## config.mk

```make
export PLATFORM = sky130hd
export DESIGN_NAME = pirdsp_simd_alu_pipe
export DESIGN_NICKNAME = d
export VERILOG_FILES = /design/src/rtl/pirdsp_simd_alu_pipe.sv
export SDC_FILE = /design/constraint.sdc
export NUM_CORES = 1
export LEC_CHECK = 0
export ABC_CLOCK_PERIOD_IN_PS = 7200
export BUFFER_PORTS_ARGS = -buffer_cell sky130_fd_sc_hd__buf_2
export CAP_MARGIN = 10
export CORE_UTILIZATION = 50
export DETAILED_ROUTE_END_ITERATION = 10
export PLACE_DENSITY_LB_ADDON = 0.08
export SETUP_SLACK_MARGIN = 0.5
export SYNTH_ARGS = -nofsm -noshare
export SYNTH_HDL_FRONTEND = slang
export SYNTH_SLANG_ARGS = --single-unit
```

## constraint.sdc

```tcl
create_clock -name clk -period 7.2 [get_ports clk]
set_clock_uncertainty 0.2 [all_clocks]
set_input_delay 0.36 -clock clk [delete_from_list [all_inputs] [get_ports clk]]
set_output_delay 0.36 -clock clk [all_outputs]
set_load 0.05 [all_outputs]
```

## src/rtl/pirdsp_simd_alu_pipe.sv

```systemverilog
// rtl/pirdsp_simd_alu_pipe.sv - two-stage SIMD three-input ALU with lane-split accumulator
//
// Purpose: each accepted beat is registered in stage 1. The lane-parallel
// W+X+Y (+Z) arithmetic or logical result is then computed combinationally
// and registered in stage 2, which presents S/cout. An internal accumulator
// can stand in for W. It is updated at the same moment a result enters
// stage 2, so a back-to-back accumulating beat sitting in stage 1 always
// sees the freshly written value.
//
// Ports:
//   clk, reset_n            clock, asynchronous active-low reset
//   in_valid / in_ready     operand beat handshake (in_ready = advance)
//   W, X, Y, Z [WIDTH]      operands
//   op [2]                  00 sum, 01 xor3, 10 and, 11 or
//   z_inv, wxy_inv, s_inv   invert Z, the W+X+Y partial, the result
//   cin [LANES]             per-lane carry-in of the W+X+Y adder
//   acc_en, acc_clr         use ACC in place of W / read ACC as zero
//   out_valid / out_ready   result handshake
//   S [WIDTH], cout [LANES] result and per-lane carry-out

module pirdsp_simd_alu_pipe #(
    parameter int WIDTH = 48,
    parameter int LANES = 4
) (
    input  logic             clk,
    input  logic             reset_n,
    input  logic             in_valid,
    output logic             in_ready,
    input  logic [WIDTH-1:0] W,
    input  logic [WIDTH-1:0] X,
    input  logic [WIDTH-1:0] Y,
    input  logic [WIDTH-1:0] Z,
    input  logic [1:0]       op,
    input  logic             z_inv,
    input  logic             wxy_inv,
    input  logic             s_inv,
    input  logic [LANES-1:0] cin,
    input  logic             acc_en,
    input  logic             acc_clr,
    output logic             out_valid,
    input  logic             out_ready,
    output logic [WIDTH-1:0] S,
    output logic [LANES-1:0] cout
);

    localparam int LW = WIDTH / LANES;

    // Stage-1 registers
    logic             s1_valid;
    logic [WIDTH-1:0] s1_w, s1_x, s1_y, s1_z;
    logic [1:0]       s1_op;
    logic             s1_z_inv, s1_wxy_inv, s1_s_inv;
    logic [LANES-1:0] s1_cin;
    logic             s1_acc_en, s1_acc_clr;

    logic [WIDTH-1:0] acc;
    logic [WIDTH-1:0] res_s;
    logic [LANES-1:0] res_c;
    logic             advance;

    // The whole pipe moves together; nothing moves while a result is held.
    assign advance  = !out_valid || out_ready;
    assign in_ready = advance;

    for (genvar k = 0; k < LANES; k++) begin : gen_lane
        logic [LW-1:0] lane_w, lane_x, lane_y, lane_zs;
        logic [LW-1:0] lane_t, lane_t2, lane_sum, lane_sel;
        logic          lane_c;

        assign lane_x  = s1_x[k*LW +: LW];
        assign lane_y  = s1_y[k*LW +: LW];
        assign lane_w  = s1_acc_clr ? '0 : (s1_acc_en ? acc[k*LW +: LW] : s1_w[k*LW +: LW]);
        assign lane_zs = s1_z[k*LW +: LW] ^ {LW{s1_z_inv}};

        // Carries stop at the lane boundary: every sum is truncated to LW bits.
        assign lane_t  = lane_w + lane_x + lane_y + LW'(s1_cin[k]);
        assign lane_t2 = lane_t ^ {LW{s1_wxy_inv}};

        // The extra z_inv carry-in turns ~Z into -Z (two's complement).
        assign {lane_c, lane_sum} = {1'b0, lane_t2} + {1'b0, lane_zs} + (LW+1)'(s1_z_inv);

        always_comb begin
            lane_sel = lane_sum;
            case (s1_op)
                2'b00:   lane_sel = lane_sum;
                2'b01:   lane_sel = lane_x ^ lane_zs ^ lane_y;
                2'b10:   lane_sel = lane_x & lane_zs;
                default: lane_sel = lane_x | lane_zs;
            endcase
        end

        assign res_s[k*LW +: LW] = lane_sel ^ {LW{s1_s_inv}};
        assign res_c[k]          = (s1_op == 2'b00) ? lane_c : 1'b0;
    end

    always_ff @(posedge clk or negedge reset_n) begin
        if (!reset_n) begin
            s1_valid   <= 1'b0;
            s1_w       <= '0;
            s1_x       <= '0;
            s1_y       <= '0;
            s1_z       <= '0;
            s1_op      <= '0;
            s1_z_inv   <= 1'b0;
            s1_wxy_inv <= 1'b0;
            s1_s_inv   <= 1'b0;
            s1_cin     <= '0;
            s1_acc_en  <= 1'b0;
            s1_acc_clr <= 1'b0;
            out_valid  <= 1'b0;
            S          <= '0;
            cout       <= '0;
            acc        <= '0;
        end else if (advance) begin
            s1_valid <= in_valid;
            if (in_valid) begin
                s1_w       <= W;
                s1_x       <= X;
                s1_y       <= Y;
                s1_z       <= Z;
                s1_op      <= op;
                s1_z_inv   <= z_inv;
                s1_wxy_inv <= wxy_inv;
                s1_s_inv   <= s_inv;
                s1_cin     <= cin;
                s1_acc_en  <= acc_en;
                s1_acc_clr <= acc_clr;
            end
            out_valid <= s1_valid;
            S         <= res_s;
            cout      <= res_c;
            // ACC updates in the same edge the result enters stage 2, so the
            // next beat already in stage 1 reads it without forwarding.
            if (s1_valid && (s1_acc_en || s1_acc_clr)) begin
                acc <= res_s;
            end
        end
    end

endmodule

```

==> key figures, run 1 <==
Synthesis
  • Cells after synthesis: ~2,100
  • Seq/Total Area, Yosys: between 30% and 40%
  • Synthesized cell area: 21,300 µm²
  • Synth Flop Type: dfrtp_1
  • Yosys reg bits: 305
  • Yosys cell types: 55
  • Post-synth net total: 2,508
  • Syn avg cell area: 10.3 µm²
  • EDFF count, synth: 0
  • Yosys Warn Count: 0
  • Post-synth ARST share: 100%

Worst setup path
  • Worst-path fanout max: 29
  • Worst Setup Path Type: flop to flop
  • Max incr delay on CP: 0.82 ns
  • Worst setup EP type: flop
  • R2R depth: 22
  • Worst setup SP type: flop
  • WP data arrival: 5.94 ns
  • CP Cell Sequence: mux2i_1, nor2_1, fa_1, ha_1, fa_1, a21oi_1, o21bai_1, a21oi_1, nor2b_1, or4_1, a31o_2, a21oi_1, xnor2_1, ha_1, a21o_1, a31oi_1, nor3_1, a31oi_1, o21ai_0, o21ai_0, xnor2_1, o21ai_0
  • Worst path required time: 7.41 ns
  • CP max-delay cell: dfrtp_4

Placement
  • Port bufs: 260
  • Placed cell area: 23,100 µm²
  • Placed Cells incl. Taps: 2,781
  • Routability cong.: 0.872
  • Hpwl dp: 39,300 µm

Clock tree
  • Htree depth: 2
  • Post-cts sizing count: 0
  • Clock latency at the later pin of the worst-skew pair: 0.57 ns
  • Root buffer cell: clkbuf_16
  • CTS Buffer Depth: 3
  • Clock-pin transition on the worst setup and hold timing paths: approximately 0.060 ns
  • CTS Buf Count: 36
  • Clk sinks: 305
  • TritonCTS clock tree: built

STA
  • Slew @ Worst Pin: approximately 1.2 ns
  • Setup TNS: 0 ns
  • Highest clock rate: around 0.17 GHz
  • Setup violations, final: 0
  • Crit path time final: 5.74 ns
  • RSZ-0062 raised after global routing: no
  • Max-slew violation count: 0
  • Worst slew margin: 20.7%
  • Final Cycle Share: 79.7%
  • Fin. Hold Viols: 0

Global route
  • Largest net degree at the start of global routing: around 120
  • Number of global-route vias before repair: between 15,000 and 20,000
  • Gr ovfl total: 0
  • First-pass GRT wire length: 92,100 µm
  • Gr usage total: 27.1%
  • Initial antenna violation count: 0

Detailed routing
  • Avg WL per Cell: 19.0 µm
  • DR vias: 16,400
  • Drt drc: 0
  • Drt total wl: 57,900 µm
  • Via density: 5.37
  • Post-route ant nets: 0
  • Pre-antenna DRT Iters: 5
  • Initial DRC Count: 945

Layout
  • Fin area: 26,300 µm²
  • Nets: around 2,900
  • Synthesis-to-layout area growth: 23.4%
  • Commonest non-fill, non-tap cells in the layout: 298 x dfrtp_1, 259 x buf_2, 231 x mux2_2
  • Ratio of cells with drive above 1 in the final layout: 23.7%
  • N_diodes: 0
  • Layout Cells excl Fill: 3,049
  • Most common cell after layout, fill and taps aside: dfrtp_1

Floorplanning
  • Die Width: 209 µm
  • Die area: 43,500 µm²
  • Die height: 209 µm
  • Row Count: 75
  • I/O Pins: 261
  • Floorplan Core Area: ~42,000 µm²
  • Starting Density: 50.8%

Flow run
  • Maxcap violations: 0

Power and ir drop
  • Peak VDD IR: 0.250 mV
  • Power per cell area: 532 nW/µm²
  • P_leak: 0.0123 µW

Hold path
  • Hold Crit Class: input port to flop
  • Worst hold stages: 3

Outcome
  • Outcome: completed
layer usage:
| metal | track usage [%] | part of all wire [%] |
|---|---|---|
| met5 | 0 | 0 |
| met4 | 11.0 | 3.7 |
| met3 | 3.49 | 4.2 |
| met2 | 44.6 | 47 |
| met1 | 36.2 | 45 |
metrics by stage:
step | setup WS [ns] | util, % | power [µW] | hold slack (ns)
floorplan | 1.33 | - | 10000 | -0.136
global placement | 1.56 | 55.0 | 11800 | 0.249
detailed placement | 1.49 | 55.0 | 12000 | 0.256
CTS | 1.48 | 62.6 | 14000 | 0.0124
global route | 1.19 | 62.6 | 15200 | 0.0693
finish | 1.46 | 62.6 | 14000 | 0.0390
flip-flops by register name, summed over array words and instances (netlist names), 2 cells and up:
register and cells:
acc 48, s1_op 2, s1_x 48, s1_w 48, s1_y 48, S 48
s1_cin 4, cout 4, s1_z 48
synthesized netlist by cell type, types with 5 or more instances:
library cell / n / area (µm²)
a2111oi_0: 6 / 52.6
a211oi_1: 13 / 97.6
a21o_1: 24 / 180
a21oi_1: 127 / 636
a31oi_1: 14 / 87.6
a32oi_1: 5 / 43.8
and3_1: 5 / 31.3
and3b_1: 6 / 52.6
buf_1: 28 / 105
buf_2: 10 / 50.1
clkbuf_1: 62 / 233
dfrtp_1: 305 / 7630
fa_1: 52 / 1040
ha_1: 184 / 2300
inv_1: 117 / 439
mux2_2: 231 / 2600
mux2i_1: 54 / 541
mux4_2: 9 / 203
nand2_1: 161 / 604
nand2b_1: 9 / 56.3
nand3_1: 16 / 80.1
nand4_1: 7 / 43.8
nor2_1: 142 / 533
nor2b_1: 7 / 43.8
nor3_1: 8 / 40.0
o211ai_1: 8 / 60.1
o21a_1: 9 / 67.6
o21ai_0: 77 / 385
o21ai_1: 35 / 175
o21bai_1: 10 / 75.1
or3_1: 11 / 68.8
xnor2_1: 147 / 1290
xor2_1: 119 / 1040
layout make-up:
class | instances | area, µm²
fill | 3430 | 15700
multi-input combinational | 1539 | 12900
sequential | 305 | 7650
timing repair buffer | 483 | 3510
clock buffer | 56 | 1080
tap | 539 | 674
inverter | 119 | 448
clock inverter | 8 | 104
power by group:
group | internal (µW) | switching [µW]
logic | 4100 | 5380
clock network | 1100 | 743
registers | 2210 | 473
total | 7410 | 6600
cell families (layout without fill, tap and decap cells):
family                     Yosys count  count (layout)  synth area share [%]
AOI/OAI and AO/OA                  359             359                  10.1
xor gates and xnor gates           270             270                  11.3
adders and majority gates          236             236                  15.7
buffers and inverters              221             666                  4.02
DFF                                305             305                  35.8
muxes                              294             294                  15.7
and+or+nand+nor                    380             380                  7.54
critical path: cells and delay by family, from the launching register on:
kind | cells | cell delay [ns]
xor+xnor | 2 | 0.25
mux | 1 | 0.27
fa+ha+maj | 4 | 1.52
simple gates | 4 | 0.63
flops | 1 | 0.82
compound gates | 11 | 1.85
final timing paths:
kind / start / to / slack [ns]
worst max-delay path: s1_acc_en / acc[23] / 1.46
worst min-delay path: in_valid / s1_valid / 0.04
worst max register to register: s1_acc_en / acc[23] / 1.46
worst min register to register: S[14] / S[14] / 0.27
max in group asynchronous: reset_n / s1_op[0] / 4.88
min in group asynchronous: reset_n / s1_w[0] / 0.26
timing repair:
item                                   in CTS  in global routing
buffers inserted                            0                  0
hold buffers                              204                  0
endpoints found under the hold margin     321                  0
No activity file was read; power rests on OpenSTA's default activity.
==> run 2, diff against run 1 <==
--- a/config.mk
+++ b/config.mk
@@ -5,7 +5,8 @@
 export SDC_FILE = /design/constraint.sdc
 export NUM_CORES = 1
 export LEC_CHECK = 0
-export ABC_CLOCK_PERIOD_IN_PS = 7200
+export ABC_AREA = 1
+export ABC_CLOCK_PERIOD_IN_PS = 5460
 export BUFFER_PORTS_ARGS = -buffer_cell sky130_fd_sc_hd__buf_2
 export CAP_MARGIN = 10
 export CORE_UTILIZATION = 50
==> constraint.sdc (replaced) <==
create_clock -name clk -period 5.46 [get_ports clk]
set_clock_uncertainty 0.2 [all_clocks]
set_input_delay 0.273 -clock clk [delete_from_list [all_inputs] [get_ports clk]]
set_output_delay 0.273 -clock clk [all_outputs]
set_load 0.05 [all_outputs]
==> key figures, run 2 <==
Layout
  • Fin area: 27,500 µm²
  • N_diodes: 0
  • Fill cells: 3,779
  • Layout Cells excl Fill: 3,726
  • Synthesis-to-layout area growth: 24.0%
  • Nets: 3,557
  • Commonest non-fill, non-tap cells in the layout: 639 x nand2_1, 300 x dfrtp_1, 259 x buf_2
  • Most common cell after layout, fill and taps aside: nand2_1
  • Ratio of cells with drive above 1 in the final layout: 17.3%

Power and ir drop
  • Reg power frac: between 10% and 20%
  • Switching pwr: a little under 9000 µW
  • Power per cell area: 647 nW/µm²
  • Comb power frac: 66.2%
  • Clock share of power: 14.6%
  • Sw Ratio: 50.1%
  • P_int: 8870 µW
  • Peak VDD IR: roughly 0.32 mV
  • Final Total Pwr: 17,800 µW
  • P_leak: 0.0139 µW

Worst setup path
  • Worst setup EP type: flop
  • Crit-path leading delay family: simple AND/OR/NAND/NOR gates
  • Worst Path Buf+Inv: 3
  • Worst setup SP type: flop
  • Worst Setup Path Type: flop to flop
  • WP data arrival: between 4 and 5 ns
  • Worst-path fanout max: 12
  • Worst path required time: roughly 5.7 ns
  • CP max-delay cell: dfrtp_2
  • Crit-path most repeated cell: nand2_1
  • Max incr delay on CP: about 0.48 ns

Placement
  • Routability cong.: 0.894
  • Hpwl dp: 45,400 µm
  • Port bufs: 260
  • Placed cell area: ~24,000 µm²
  • Placed Cells incl. Taps: 3,449

Detailed routing
  • Pre-antenna DRT Iters: 5
  • Post-route ant nets: 0
  • Via density: 5.35
  • DR vias: 19,900
  • Drt drc: 0
  • Avg WL per Cell: 18.7 µm
  • Initial DRC Count: 1,354
  • Drt total wl: 69,600 µm

Floorplanning
  • Starting Density: 51.1%
  • Die Width: 213 µm
  • Die height: 213 µm
  • Row Count: 76
  • I/O Pins: 261
  • Floorplan Core Area: 43,400 µm²
  • Die area: around 45,000 µm²

Global route
  • Largest net degree at the start of global routing: between 100 and 150
  • Number of global-route vias before repair: 20,300
  • Gr usage total: 31.2%
  • Gr ovfl total: 0
  • Initial antenna violation count: 2
  • First-pass GRT wire length: 109,000 µm

Synthesis
  • Post-synth net total: 3,127
  • Top-area cell type share of the netlist area: about a third
  • Synth area leaders: dfrtp_1 34%, nand2_1 11%, ha_1 10%, mux2_2 7.3%, nand3_1 5.0%
  • Synthesized cell area: between 20,000 and 25,000 µm²
  • Seq/Total Area, Yosys: 34.4%
  • EDFF count, synth: 0
  • Top-count cell post-synth: nand2_1
  • Yosys Warn Count: 0
  • Yosys cell types: 39
  • Cells after synthesis: 2,684
  • Most area-hungry cell type in the Yosys netlist: dfrtp_1
  • Synth Flop Type: dfrtp_1
  • Post-synth ARST share: 100%
  • Yosys reg bits: ~310
  • Synth top cells by count: 640 x nand2_1, 305 x dfrtp_1, 251 x inv_1
  • Syn avg cell area: approximately 8.3 µm²

Clock tree
  • Clock-pin transition on the worst setup and hold timing paths: 0.06 ns
  • TritonCTS clock tree: built
  • CTS Buffer Depth: 3
  • Clock latency at the later pin of the worst-skew pair: around 0.57 ns
  • CTS Buf Count: 37
  • Clk sinks: 305
  • Root buffer cell: clkbuf_16
  • Htree depth: 2

Flow run
  • Maxcap violations: 0

STA
  • Worst slew margin: between 30% and 40%
  • Setup violations, final: 0
  • Final Cycle Share: 85.8%
  • Slew @ Worst Pin: 0.997 ns
  • Max-slew violation count: 0
  • Highest clock rate: roughly 0.21 GHz
  • Crit path time final: 4.68 ns
  • Fin. Hold Viols: 0
  • Setup TNS: 0 ns
  • RSZ-0062 raised after global routing: yes

Outcome
  • Outcome: completed

Hold path
  • Hold Crit Class: input port to flop
==> run 2: kinds of logic after synthesis <==
family          count (synthesis)  share of synthesized area, %
fa+ha+maj                     236                          15.1
simple gates                 1119                          20.8
mux                           144                          7.32
compound gates                342                          8.37
flops                         305                          34.4
xor+xnor                      173                          7.09
buf+inv                       365                          6.85
==> run 2: layout make-up <==
cell class / count / area, µm² / share of cell area, %
multi-input combinational: 2014 / 13100 / 47.7
timing repair buffer: 499 / 3750 / 13.6
clock inverter: 11 / 159 / 0.578
tap: 585 / 732 / 2.66
inverter: 257 / 982 / 3.57
sequential: 305 / 7640 / 27.8
clock buffer: 55 / 1110 / 4.03
==> run 2: tightest hold or removal path: stages <==
cell	delay, ns
buf_2	0.11
nor2_4	0.04
buf_4	0.24
nand2_1	0.10
nand2_1	0.05
==> run 2: what timing repair did <==
item,in CTS,in global routing
buffers inserted,0,5
cloned,0,2
hold buffers,204,0
gates resized for setup,2,30
hold endpoints to repair,316,0
endpoints found under the setup margin,4,40
pin swaps,0,5
==> run 2: final timing paths <==
kind	from	cells past startpoint	endpoint	slack (ns)
worst max-delay path	s1_acc_en	25	S[11]	0.78
worst min-delay path	out_ready	5	S[15]	0.09
worst max register to register	s1_acc_en	25	S[11]	0.78
worst min register to register	S[28]	2	S[28]	0.27
max in group asynchronous	reset_n	3	s1_acc_en	3.63
min in group asynchronous	reset_n	2	s1_w[18]	0.18
==> run 2: power by group through the flow <==
stage	combinational [µW]	sequential, µW	clock, µW
2_1_floorplan	8240	3940	0
3_3_place_gp	11200	3420	0
3_5_place_dp	11300	3430	0
4_1_cts	11500	3400	2660
5_1_grt	13400	3480	2740
6_report	11800	3410	2600
==> run 2: metrics by stage <==
stage	hold slack [ns]	util, %	setup slack (ns)
floorplan	-0.223	-	0.803
global placement	0.201	55.3	0.602
detailed placement	0.212	55.3	0.463
CTS	0.0537	62.9	0.529
global route	0.0824	63.4	0.468
finish	0.0886	63.4	0.777
==> run 2: layer usage <==
| metal | GRT usage [%] | share of wire, % |
|---|---|---|
| met5 | 0 | 0.011 |
| met2 | 51.8 | 48 |
| met1 | 40.9 | 43 |
| met3 | 4.36 | 5.7 |
| met4 | 12.7 | 3.6 |
==> run 3, diff against run 2 <==
--- a/config.mk
+++ b/config.mk
@@ -12,6 +12,7 @@
 export CORE_UTILIZATION = 50
 export DETAILED_ROUTE_END_ITERATION = 10
 export PLACE_DENSITY_LB_ADDON = 0.08
+export RECOVER_POWER = 100
 export SETUP_SLACK_MARGIN = 0.5
 export SYNTH_ARGS = -nofsm -noshare
 export SYNTH_HDL_FRONTEND = slang
==> key figures, run 3 (synthesis gave the netlist of run 2 again) <==
Flow run
  • Maxcap violations: 2

Worst setup path
  • Worst path required time: 5.70 ns
  • CP max-delay cell: dfrtp_1
  • Worst setup SP type: flop
  • Worst setup EP type: flop
  • Worst Path Buf+Inv: 3
  • CP Cell Sequence: clkbuf_1, clkbuf_16, o21ai_0, a21oi_1, fa_1, ha_1, nand2_1, nor2_1, nor2_1, o21ai_0, a21oi_1, xnor3_1, ha_1, inv_1, nor3_1, and2_1, nand2_1, nand3_1, nand3_1, nand2_1, nand3_1, nand3_1, nand2_1
  • WP data arrival: 5.09 ns
  • Crit-path leading delay family: simple AND/OR/NAND/NOR gates
  • Worst-path fanout max: 13
  • Max incr delay on CP: 0.55 ns
  • Worst Setup Path Type: flop to flop

Global route
  • Gr ovfl total: 0
  • Largest net degree at the start of global routing: 116
  • Initial antenna violation count: 2
  • First-pass GRT wire length: 109,000 µm
  • Number of global-route vias before repair: slightly above 20,000
  • Gr usage total: 31.2%

Detailed routing
  • Top Layer Used: met5
  • Avg WL per Cell: 18.7 µm
  • Pre-antenna DRT Iters: 7
  • M1 wire length: just under 30,000 µm
  • Via density: 5.35
  • Total length of routed met2 wires: 33,200 µm
  • Post-route ant nets: 0
  • Drt drc: 0
  • Drt total wl: 69,700 µm
  • DR vias: approximately 20,000
  • Initial DRC Count: ~1,300
  • Met3 routed WL: 4060 µm

Floorplanning
  • Floorplan Core Area: roughly 43,000 µm²
  • I/O Pins: 261
  • Die area: 45,200 µm²
  • Row Count: 76
  • Starting Density: about half
  • Die height: 213 µm
  • Die Width: 213 µm

Clock tree
  • Htree depth: 2
  • Clk sinks: 305
  • Clock latency at the later pin of the worst-skew pair: 0.57 ns
  • CTS Buf Count: 37
  • TritonCTS clock tree: built
  • Root buffer cell: clkbuf_16
  • Clock-pin transition on the worst setup and hold timing paths: around 0.06 ns
  • CTS Buffer Depth: 3

Layout
  • Synthesis-to-layout area growth: 23.4%
  • Most common cell after layout, fill and taps aside: nand2_1
  • Fill cells: 3,822
  • Nets: between 3,000 and 4,000
  • Commonest non-fill, non-tap cells in the layout: 640 x nand2_1, 302 x dfrtp_1, 249 x inv_1
  • Register area: 7640 µm²
  • Fin area: 27,300 µm²
  • Ratio of cells with drive above 1 in the final layout: 15.0%
  • Area of the multi-input gates: 13,100 µm²
  • Layout Utilization: a little over three fifths

STA
  • Worst slew margin: -103%
  • Hold WS: between 0.08 and 0.09 ns
  • Final Cycle Share: 88.8%
  • Slew @ Worst Pin: between 3 and 4 ns
  • Setup violations, final: 0
  • Highest clock rate: a little over 0.2 GHz
  • Crit path time final: 4.85 ns
  • Setup TNS: 0 ns
  • Max-slew violation count: approximately 190
  • RSZ-0062 raised after global routing: yes
  • Fin. Hold Viols: 0

Power and ir drop
  • Final Total Pwr: 17,700 µW
  • Power per cell area: 646 nW/µm²
  • P_leak: between 0.01 and 0.015 µW
  • Peak VDD IR: 0.315 mV

Outcome
  • Outcome: finished with violations
  • Failing checks: capacitance limit, slew limit

Hold path
  • Hold Crit Class: input port to flop

Placement
  • Routability cong.: 0.894
  • Port bufs: 260
  • Placed cell area: roughly 24,000 µm²
  • Hpwl dp: 45,400 µm
==> run 3: cell types whose count changed in the layout (fill, tap and decap cells not counted), sizes merged <==
cell and change:
buf -57, clkbuf +57, diode +1
==> run 3: what timing repair did <==
action                                  CTS  global route
gates resized for setup                   2            30
buffers inserted                          0             5
pin swaps                                 0             5
endpoints found under the hold margin   316             0
gates cloned                              0             2
hold buffers                            204             0
endpoints found under the setup margin    4            40
==> run 3: tightest hold or removal path, cell delays in order <==
cell and delay, ns:
buf_2 0.11, nor2_4 0.04, buf_4 0.24, nand2_1 0.10, nand2_1 0.05
==> run 3: path summary, 6_finish.rpt <==
path                           start    endpoint  slack, ns  depth (start not counted)
hold / removal             out_ready       S[15]       0.08                          5
setup / recovery           s1_acc_en     acc[35]       0.61                         23
max in group asynchronous    reset_n  s1_wxy_inv       2.01                          2
setup reg to reg           s1_acc_en     acc[35]       0.61                         23
hold reg to reg               acc[6]      acc[6]       0.28                          2
min in group asynchronous    reset_n    s1_w[18]       1.02                          2
==> run 3: routing by layer <==
layer  global-route usage (%)  vias up
met4                     12.7        2
met5                        0        -
met2                     51.8      583
met1                     40.9     9628
met3                     4.36      145
li1                         -     9597
==> run 3: power by group <==
part	internal [µW]	total [µW]	switching (µW)
Combinational	4330	11700	7320
Sequential	2880	3420	536
Clock	1590	2600	1010
==> run 3: area by class of cell <==
cell class	count	share of cell area (%)
Clock inverter	11	0.581
Inverter	257	3.59
Antenna cell	1	0.00915
Sequential cell	305	27.9
Tap cell	585	2.68
Clock buffer	55	4.04
Multi-Input combinational cell	2014	47.8
Timing Repair Buffer	499	13.4
==> run 3: through the flow <==
stage | std cells | worst slack, ns
global route | 3727 | 0.249
finish | 3727 | 0.609
detailed placement | 3449 | 0.463
floorplan | 2684 | 0.803
CTS | 3719 | 0.529
global placement | 3449 | 0.602
